<file path="src/rtl/conv_stream_feeder.sv">
// conv_stream_feeder: packs a serial weight/pixel element stream into the convolution
// core's AXI-Stream input words. A frame is KERNEL_SIZE^2 weights, packed EPW per word
// and MSB-first, then an idle gap, then KERNEL_SIZE pixel rows at one row per word.
// Optional feature macro: FEEDER_TLAST_EN adds m_axis_tlast, which marks the last weight
// word and the last data word of each frame.
module conv_stream_feeder #(
    parameter int unsigned KERNEL_SIZE  = 3,
    parameter int unsigned DATA_WIDTH   = 8,
    parameter int unsigned WEIGHT_WIDTH = 8,
    parameter int unsigned BUS_WIDTH    = 32,
    parameter int unsigned GAP_CYCLES   = 4
) (
    input  logic                  clk,
    input  logic                  rstn,
    input  logic                  start,
    output logic                  busy,
    output logic                  done,
    input  logic [DATA_WIDTH-1:0] s_elem_tdata,
    input  logic                  s_elem_tvalid,
    output logic                  s_elem_tready,
    output logic [BUS_WIDTH-1:0]  m_axis_tdata,
    output logic                  m_axis_tvalid,
`ifdef FEEDER_TLAST_EN
    output logic                  m_axis_tlast,
`endif
    input  logic                  m_axis_tready
);

    localparam int unsigned EPW = BUS_WIDTH / DATA_WIDTH;
    localparam int unsigned KK  = KERNEL_SIZE * KERNEL_SIZE;
    localparam int unsigned EW  = (EPW > 1) ? $clog2(EPW) : 1;
    localparam int unsigned WW  = $clog2(KK + 1);
    localparam int unsigned RW  = (KERNEL_SIZE > 1) ? $clog2(KERNEL_SIZE) : 1;
    localparam int unsigned GW  = (GAP_CYCLES > 1) ? $clog2(GAP_CYCLES) : 1;

    localparam logic [EW-1:0] ELEM_LAST_W = EW'(EPW - 1);
    localparam logic [EW-1:0] ELEM_LAST_D = EW'(KERNEL_SIZE - 1);
    localparam logic [WW-1:0] WGT_LAST    = WW'(KK - 1);
    localparam logic [WW-1:0] WGT_ALL     = WW'(KK);
    localparam logic [RW-1:0] ROW_LAST    = RW'(KERNEL_SIZE - 1);
    localparam logic [GW-1:0] GAP_LAST    = GW'((GAP_CYCLES == 0) ? 0 : GAP_CYCLES - 1);

    if (WEIGHT_WIDTH != DATA_WIDTH) begin : g_err_weight_width
        $error("conv_stream_feeder: WEIGHT_WIDTH must equal DATA_WIDTH");
    end
    if ((BUS_WIDTH < KERNEL_SIZE * DATA_WIDTH) || (BUS_WIDTH % DATA_WIDTH != 0)) begin : g_err_bus
        $error("conv_stream_feeder: BUS_WIDTH must hold a row and be a multiple of DATA_WIDTH");
    end

    typedef enum logic [2:0] {
        StIdle,
        StWPack,
        StWSend,
        StGap,
        StDPack,
        StDSend,
        StDone
    } state_e;

    state_e               state_q, state_d;
    logic [BUS_WIDTH-1:0] pack_q, pack_d;
    logic [EW-1:0]        elem_q, elem_d;  // lane of the next element within the word
    logic [WW-1:0]        wgt_q, wgt_d;    // weights taken so far in this frame
    logic [RW-1:0]        row_q, row_d;    // data row currently being packed/sent
    logic [GW-1:0]        gap_q, gap_d;
    logic [BUS_WIDTH-1:0] lane_word;

    // Pack register with the incoming element dropped into lane elem_q.
    always_comb begin
        lane_word = pack_q;
        for (int i = 0; i < int'(EPW); i++) begin
            if (elem_q == EW'(i)) begin
                lane_word[BUS_WIDTH-1-i*DATA_WIDTH -: DATA_WIDTH] = s_elem_tdata;
            end
        end
    end

    // Next-state, counter and handshake logic.
    always_comb begin
        state_d       = state_q;
        pack_d        = pack_q;
        elem_d        = elem_q;
        wgt_d         = wgt_q;
        row_d         = row_q;
        gap_d         = gap_q;
        busy          = (state_q != StIdle);
        done          = 1'b0;
        s_elem_tready = 1'b0;
        m_axis_tvalid = 1'b0;

        unique case (state_q)
            StIdle: begin
                if (start) begin
                    state_d = StWPack;
                end
            end
            StWPack: begin
                s_elem_tready = 1'b1;
                if (s_elem_tvalid) begin
                    pack_d = lane_word;
                    wgt_d  = wgt_q + 1'b1;
                    if ((elem_q == ELEM_LAST_W) || (wgt_q == WGT_LAST)) begin
                        elem_d  = '0;
                        state_d = StWSend;
                    end else begin
                        elem_d = elem_q + 1'b1;
                    end
                end
            end
            StWSend: begin
                m_axis_tvalid = 1'b1;
                if (m_axis_tready) begin
                    pack_d = '0;
                    if (wgt_q == WGT_ALL) begin
                        wgt_d   = '0;
                        state_d = (GAP_CYCLES == 0) ? StDPack : StGap;
                    end else begin
                        state_d = StWPack;
                    end
                end
            end
            StGap: begin
                if (gap_q == GAP_LAST) begin
                    gap_d   = '0;
                    state_d = StDPack;
                end else begin
                    gap_d = gap_q + 1'b1;
                end
            end
            StDPack: begin
                s_elem_tready = 1'b1;
                if (s_elem_tvalid) begin
                    pack_d = lane_word;
                    if (elem_q == ELEM_LAST_D) begin
                        elem_d  = '0;
                        state_d = StDSend;
                    end else begin
                        elem_d = elem_q + 1'b1;
                    end
                end
            end
            StDSend: begin
                m_axis_tvalid = 1'b1;
                if (m_axis_tready) begin
                    pack_d = '0;
                    if (row_q == ROW_LAST) begin
                        row_d   = '0;
                        state_d = StDone;
                    end else begin
                        row_d   = row_q + 1'b1;
                        state_d = StDPack;
                    end
                end
            end
            StDone: begin
                done    = 1'b1;
                state_d = StIdle;
            end
            default: begin
                state_d = StIdle;
            end
        endcase
    end

    // The pack register is the output word; it only changes in PACK states, so tdata is
    // stable for as long as a SEND state holds tvalid.
    assign m_axis_tdata = pack_q;

`ifdef FEEDER_TLAST_EN
    assign m_axis_tlast = ((state_q == StWSend) && (wgt_q == WGT_ALL)) ||
                          ((state_q == StDSend) && (row_q == ROW_LAST));
`endif

    // State and datapath registers with synchronous active-low reset.
    always_ff @(posedge clk) begin
        if (!rstn) begin
            state_q <= StIdle;
            pack_q  <= '0;
            elem_q  <= '0;
            wgt_q   <= '0;
            row_q   <= '0;
            gap_q   <= '0;
        end else begin
            state_q <= state_d;
            pack_q  <= pack_d;
            elem_q  <= elem_d;
            wgt_q   <= wgt_d;
            row_q   <= row_d;
            gap_q   <= gap_d;
        end
    end

endmodule

</file>
<file path="config.mk">
export PLATFORM = sky130hd
export DESIGN_NAME = conv_stream_feeder
export DESIGN_NICKNAME = d
export VERILOG_FILES = /design/src/rtl/conv_stream_feeder.sv
export SDC_FILE = /design/constraint.sdc
export NUM_CORES = 1
export LEC_CHECK = 0
export ABC_AREA = 1
export BUFFER_PORTS_ARGS = -buffer_cell sky130_fd_sc_hd__buf_2
export CAP_MARGIN = 20
export CORE_MARGIN = 2
export CORE_UTILIZATION = 50
export DETAILED_ROUTE_END_ITERATION = 10
export PLACE_DENSITY = 0.79
export SYNTH_ARGS = -nofsm -noshare
export SYNTH_HDL_FRONTEND = slang
export SYNTH_SLANG_ARGS = --single-unit
</file>
<file path="constraint.sdc">
create_clock -name clk -period 1.7 [get_ports clk]
set_input_delay 0.34 -clock clk [delete_from_list [all_inputs] [get_ports clk]]
set_output_delay 0.34 -clock clk [all_outputs]
set_load 0.01 [all_outputs]
</file>
; After elaboration in Yosys (flattened, before gate mapping)
; Index checks and enable logic that the tools add are counted.
[word_totals]
register_bits = 45
word_cells = 90
output_inout_bits = 36
inputBits = 13
[op_classes]
n_eq_ne = 28
n_mux = 32
add_sub_neg = 4
reduce_logical = 17
[ops]
columns = cell, n
row1 = two-way mux 32 bit, 2
row2 = one-hot mux 32 bit (2 select lines), 1
row3 = two-way mux 8 bit, 4
row4 = two-way mux 3 bit, 8
row5 = AND reduction 4 bit, 5
row6 = inequality test 2 bit (second input constant), 9
row7 = one-hot mux 3 bit (6 select lines), 1
row8 = two-way mux 2 bit, 8
row9 = two-way mux 4 bit, 3
row10 = inequality test 2 x 1 -> 1 bit (second input constant), 6
row11 = equality test 3 bit (second input constant), 3
row12 = equality test 2 bit (second input constant), 4
row13 = equality test 4 bit (second input constant), 2
row14 = one-hot mux 4 bit (2 select lines), 1
row15 = AND reduction 8 bit, 1
row16 = adder 2 x 1 -> 2 bit (second input constant), 3
row17 = equality test 3 x 2 -> 1 bit (second input constant), 2
row18 = nonzero test 2 bit, 3
row19 = adder 4 x 1 -> 4 bit (second input constant), 1
row20 = one-hot mux 2 bit (2 select lines), 1
row21 = OR reduction 2 bit, 2
row22 = equality test 3 x 1 -> 1 bit (second input constant), 1
row23 = zero test 3 bit, 1
row24 = two-way mux 1 bit, 3
row25 = other kinds (6), 6

; Logic depth before layout (Yosys ltp)
[depth]
depth_word = 5
mapped_depth = 11
depth_no_buf = 10

; Least setup slack after synthesis
; No wires, ideal clock.
[synth_path]
kind = register to register
startpoint = register state_q[0]
endpoint = register pack_q[24], in the netlist m_axis_tdata[24]
slack_ns = 0.330
path_buffers = 2
stages_incl_launch_ff = 11
t_arrival_ns = 1.257
required_ns = 1.587
cell_sequence = dfxtp_1 > buf_6 > nor2_4 > nand2_1 > nand2_2 > clkinv_4 > nand2_8 > buf_6 > nand3_1 > nand2_1 > nor2_1
[synth_between]
elab_chain_cells = 4
elab_cells_between_ends = 12
cone_classes = eq/ne: 7 / mux: 1 / reduce/logical: 4
[synth_rtl]
columns = item, line
row1 = from (decl), 60  ; state_e state_q, state_d;
row2 = from (signal assigned), 177  ; state_q <= StIdle;
row3 = from (signal assigned), 184  ; state_q <= state_d;
row4 = equality test 3 bit (tied with other cells), 91  ; unique case (state_q)
row5 = OR reduction 2 bit (no source line), --
row6 = inequality test 2 x 1 -> 1 bit (no source line) or nonzero test 2 bit (tied branches), --
row7 = AND reduction 4 bit (no source line), --
row8 = to (signal assigned), 185  ; pack_q <= pack_d;
row9 = to (decl), 61  ; logic [BUS_WIDTH-1:0] pack_q, pack_d;
; Parallel ways exist; a longest one is shown, timed or not.
; A chain may end at the register's enable or synchronous reset.

; Final worst setup path
[layout_path]
startpoint = register state_q[1]
endpoint = output port s_elem_tready
[layout_between]
elab_chain_cells = 3
elab_cells_between_ends = 4
cone_classes = eq/ne: 2 / mux: 1 / reduce/logical: 1
[layout_rtl]
columns = item, line
row1 = equality test 3 bit or equality test 3 x 1 -> 1 bit (tied branches), 91
row2 = OR reduction 2 bit (no source line) *, --
row3 = two-way mux 1 bit *, 91
row4 = to (decl), 20  ; output logic s_elem_tready,
; Mark *: on every way between the ends. The rest lies on a longest branch, timed or not.

==> flow_summary_export.csv <==
group,metric,value,unit
synthesis,yosysSeqAreaShare,37.6,%
clock_network,path_clk_slew,0.08,ns
synthesis,syn_inst,337,
synthesis,synthMuxAreaShare,0,%
synthesis,ys_ff_latch,45,
sta,tns,0,ns
global_route,grt_pass1_wl,8300,um
worst_setup_path,crit_type,"flip-flop to primary output",
sta,setup_violations,0,
clock_network,cts_setup_buffers,0,
min_path,hp-class,"primary input to flip-flop",
finish,layout.nets,407,
finish,num_antenna_cells,0,
sta,rsz0062_at_grt,"false",
sta,period_share,95.9,%
worst_setup_path,crit_arrival,1.29,ns
placed_design,dpl.cell_count,433,
floorplan,rows,25,
detailed_routing,vias,2192,
min_path,holdPathStages,3,
placed_design,place.gp.congestion,0.829,
global_route,gr-usage-all-layers,19.9,%
clock_network,cts_root_buf,"clkbuf_8",
floorplan,dieHeight,73.2,um
finish,layout_commonest_cell,"nor2_1",
sta,max_slew_margin,78.7,%
floorplan,coreArea,4660,um2
sta,hold_viol_final,0,
finish,synthToLayoutAreaGrowth,15.0,%
finish,mostFrequentLayoutCells,"nor2_1, nand2_1, buf_2",
sta,period_minus_slack,1.63,ns
synthesis,synth-compound-area-share,4.70,%
clock_network,cts_buffers,5,
pwr,p_per_area,1980,nW/um2
clock_network,clk_latency,0.30,ns
global_route,gr-total-overflow,0,
sta,fmax,613,MHz
clock_network,cts.htree.levels,2,
floorplan,dieArea,5360,um2
detailed_routing,drtPass1Iterations,4,
finish,final_cells,441,
worst_setup_path,crit_fanout,7,
detailed_routing,drt_iter0_drc,133,
synthesis,synthAdderAreaFrac,4.18,%
synthesis,synthSimpleGateAreaFrac,44.7,%
worst_setup_path,crit_required,1.36,ns
global_route,grt_max_degree,34,
worst_setup_path,r2r_cells,9,
global_route,grt_pass1_vias,1930,
floorplan,die_x,73.2,um
flow_run,drv_cap,0,
synthesis,synth_area_per_cell,7.11,um2
synthesis,syn_area,2400,um2
placed_design,io_buffers,48,
clock_network,holdBufCountCts,0,
synthesis,synth_top_family_by_area,"simple AND/OR/NAND/NOR gates",
synthesis,synth_fp_nets,358,
synthesis,synth_xor_area_share,0.365,%
floorplan,initial_core_util,51.4,%
clock_network,clock_sinks,45,
floorplan,ios,49,
placed_design,dp_hpwl,3930,um
sta,final-max-slew-violation-count,0,
worst_setup_path,end_kind,"primary output",
worst_setup_path,crit_path_start_kind,"flip-flop",
status,status,"complete, no violations",
sta,worstMarginPinSlew,0.318,ns
global_route,antenna_found_initial,0,
clock_network,clk_path_buf_depth,2,
sta,finClkSkew,0.00268,ns
finish,fillers,447,
detailed_routing,drc,0,
pwr,ir_worst_vdd,0.865,mV
synthesis,ys_types,27,
detailed_routing,wl,5190,um
detailed_routing,wire_per_inst,11.8,um
synthesis,yosys_warnings,0,
detailed_routing,viasPerCell,4.97,
pwr,p_leak,1.41,nW
finish,drive_gt1_share,22.7,%
clock_network,cts_tree,"done",
detailed_routing,ant_nets,0,
==> worst max-delay path, stage by stage, from the launching register on <==
cell	delay, ns
dfxtp_1	0.48
inv_2	0.12
nand3_2	0.14
nand2_4	0.10
buf_2	0.16
==> through the flow <==
step	setup WS (ns)	util [%]	power, mW	hold WS, ns	cell area, um2
5_1_grt	0.00248	59.1	5.95	0.395	2760
6_report	0.0689	59.1	5.47	0.385	2760
3_5_place_dp	0.0178	56.9	4.79	0.467	2650
4_1_cts	0.0787	59.0	5.49	0.388	2750
3_3_place_gp	0.0706	56.9	4.72	0.459	2650
2_1_floorplan	0.330	-	4.10	0.444	2400
==> state kept, by name, summed over array words and instances, names as in the netlist <==
| register | count |
|---|---|
| row_q | 2 |
| m_axis_tdata | 32 |
| elem_q | 2 |
| wgt_q | 4 |
| state_q | 3 |
| gap_q | 2 |
==> final timing paths <==
path | start | to | slack (ns)
hold reg to reg | m_axis_tdata[1] | m_axis_tdata[1] | 0.48
hold / removal | m_axis_tready | row_q[0] | 0.38
setup reg to reg | state_q[1] | m_axis_tdata[6] | 0.13
setup / recovery | state_q[1] | s_elem_tready | 0.07
==> where the power goes <==
part	internal [mW]	total (mW)	leakage, nW	switching (mW)
registers	1.50	1.80	0.370	0.296
logic	1.07	2.97	0.992	1.89
clock network	0.329	0.701	0.0512	0.371
total	2.91	5.47	1.41	2.56
==> layout make-up <==
class	instances	area, um2	share of cell area [%]
clock buffer	6	82.6	3.00
clock inverter	2	13.8	0.499
inverter	30	128	4.63
multi-input combinational	253	1300	47.1
sequential	45	903	32.8
tap	54	67.6	2.45
timing repair buffer	51	263	9.53
==> timing repair <==
item                                   4_1_cts  5_1_grt
resized for setup                            2        2
setup endpoints to repair                    3        2
endpoints found under the hold margin        0        0
==> per-layer routing <==
layer | global-route usage [%] | wire [um] | vias up
met2 | 34.4 | 2600 | 55
met5 | 0 | 0 | -
li1 | - | - | 1165
met4 | 7.82 | 97 | 0
met1 | 23.5 | 2190 | 963
met3 | 5.11 | 300 | 9
==> synth_stat cells (all sizes together) <==
cell type  count  area, um2
clkbuf         1       3.75
a21oi         12       60.1
inv           29        119
ha             8        100
nor3           2       10.0
clkinv         1       8.76
nand3b         1       7.51
o21ai          6       30.0
a211oi         3       22.5
nand3         46        240
xnor2          1       8.76
nand4          3       18.8
buf            8       71.3
dfxtp         45        901
nand2         82        387
nor2          89        409
==> cell families (layout without fill, tap and decap cells) <==
| logic type | count (synthesis) | in the layout |
|---|---|---|
| AO/OA/AOI/OAI | 21 | 21 |
| XOR/XNOR | 1 | 1 |
| adder cells (fa/ha/maj) | 8 | 8 |
| buffers and inverters | 39 | 89 |
| flip-flops | 45 | 45 |
| AND/OR/NAND/NOR | 223 | 223 |
Note: power is estimated with default switching activity, not from simulation.
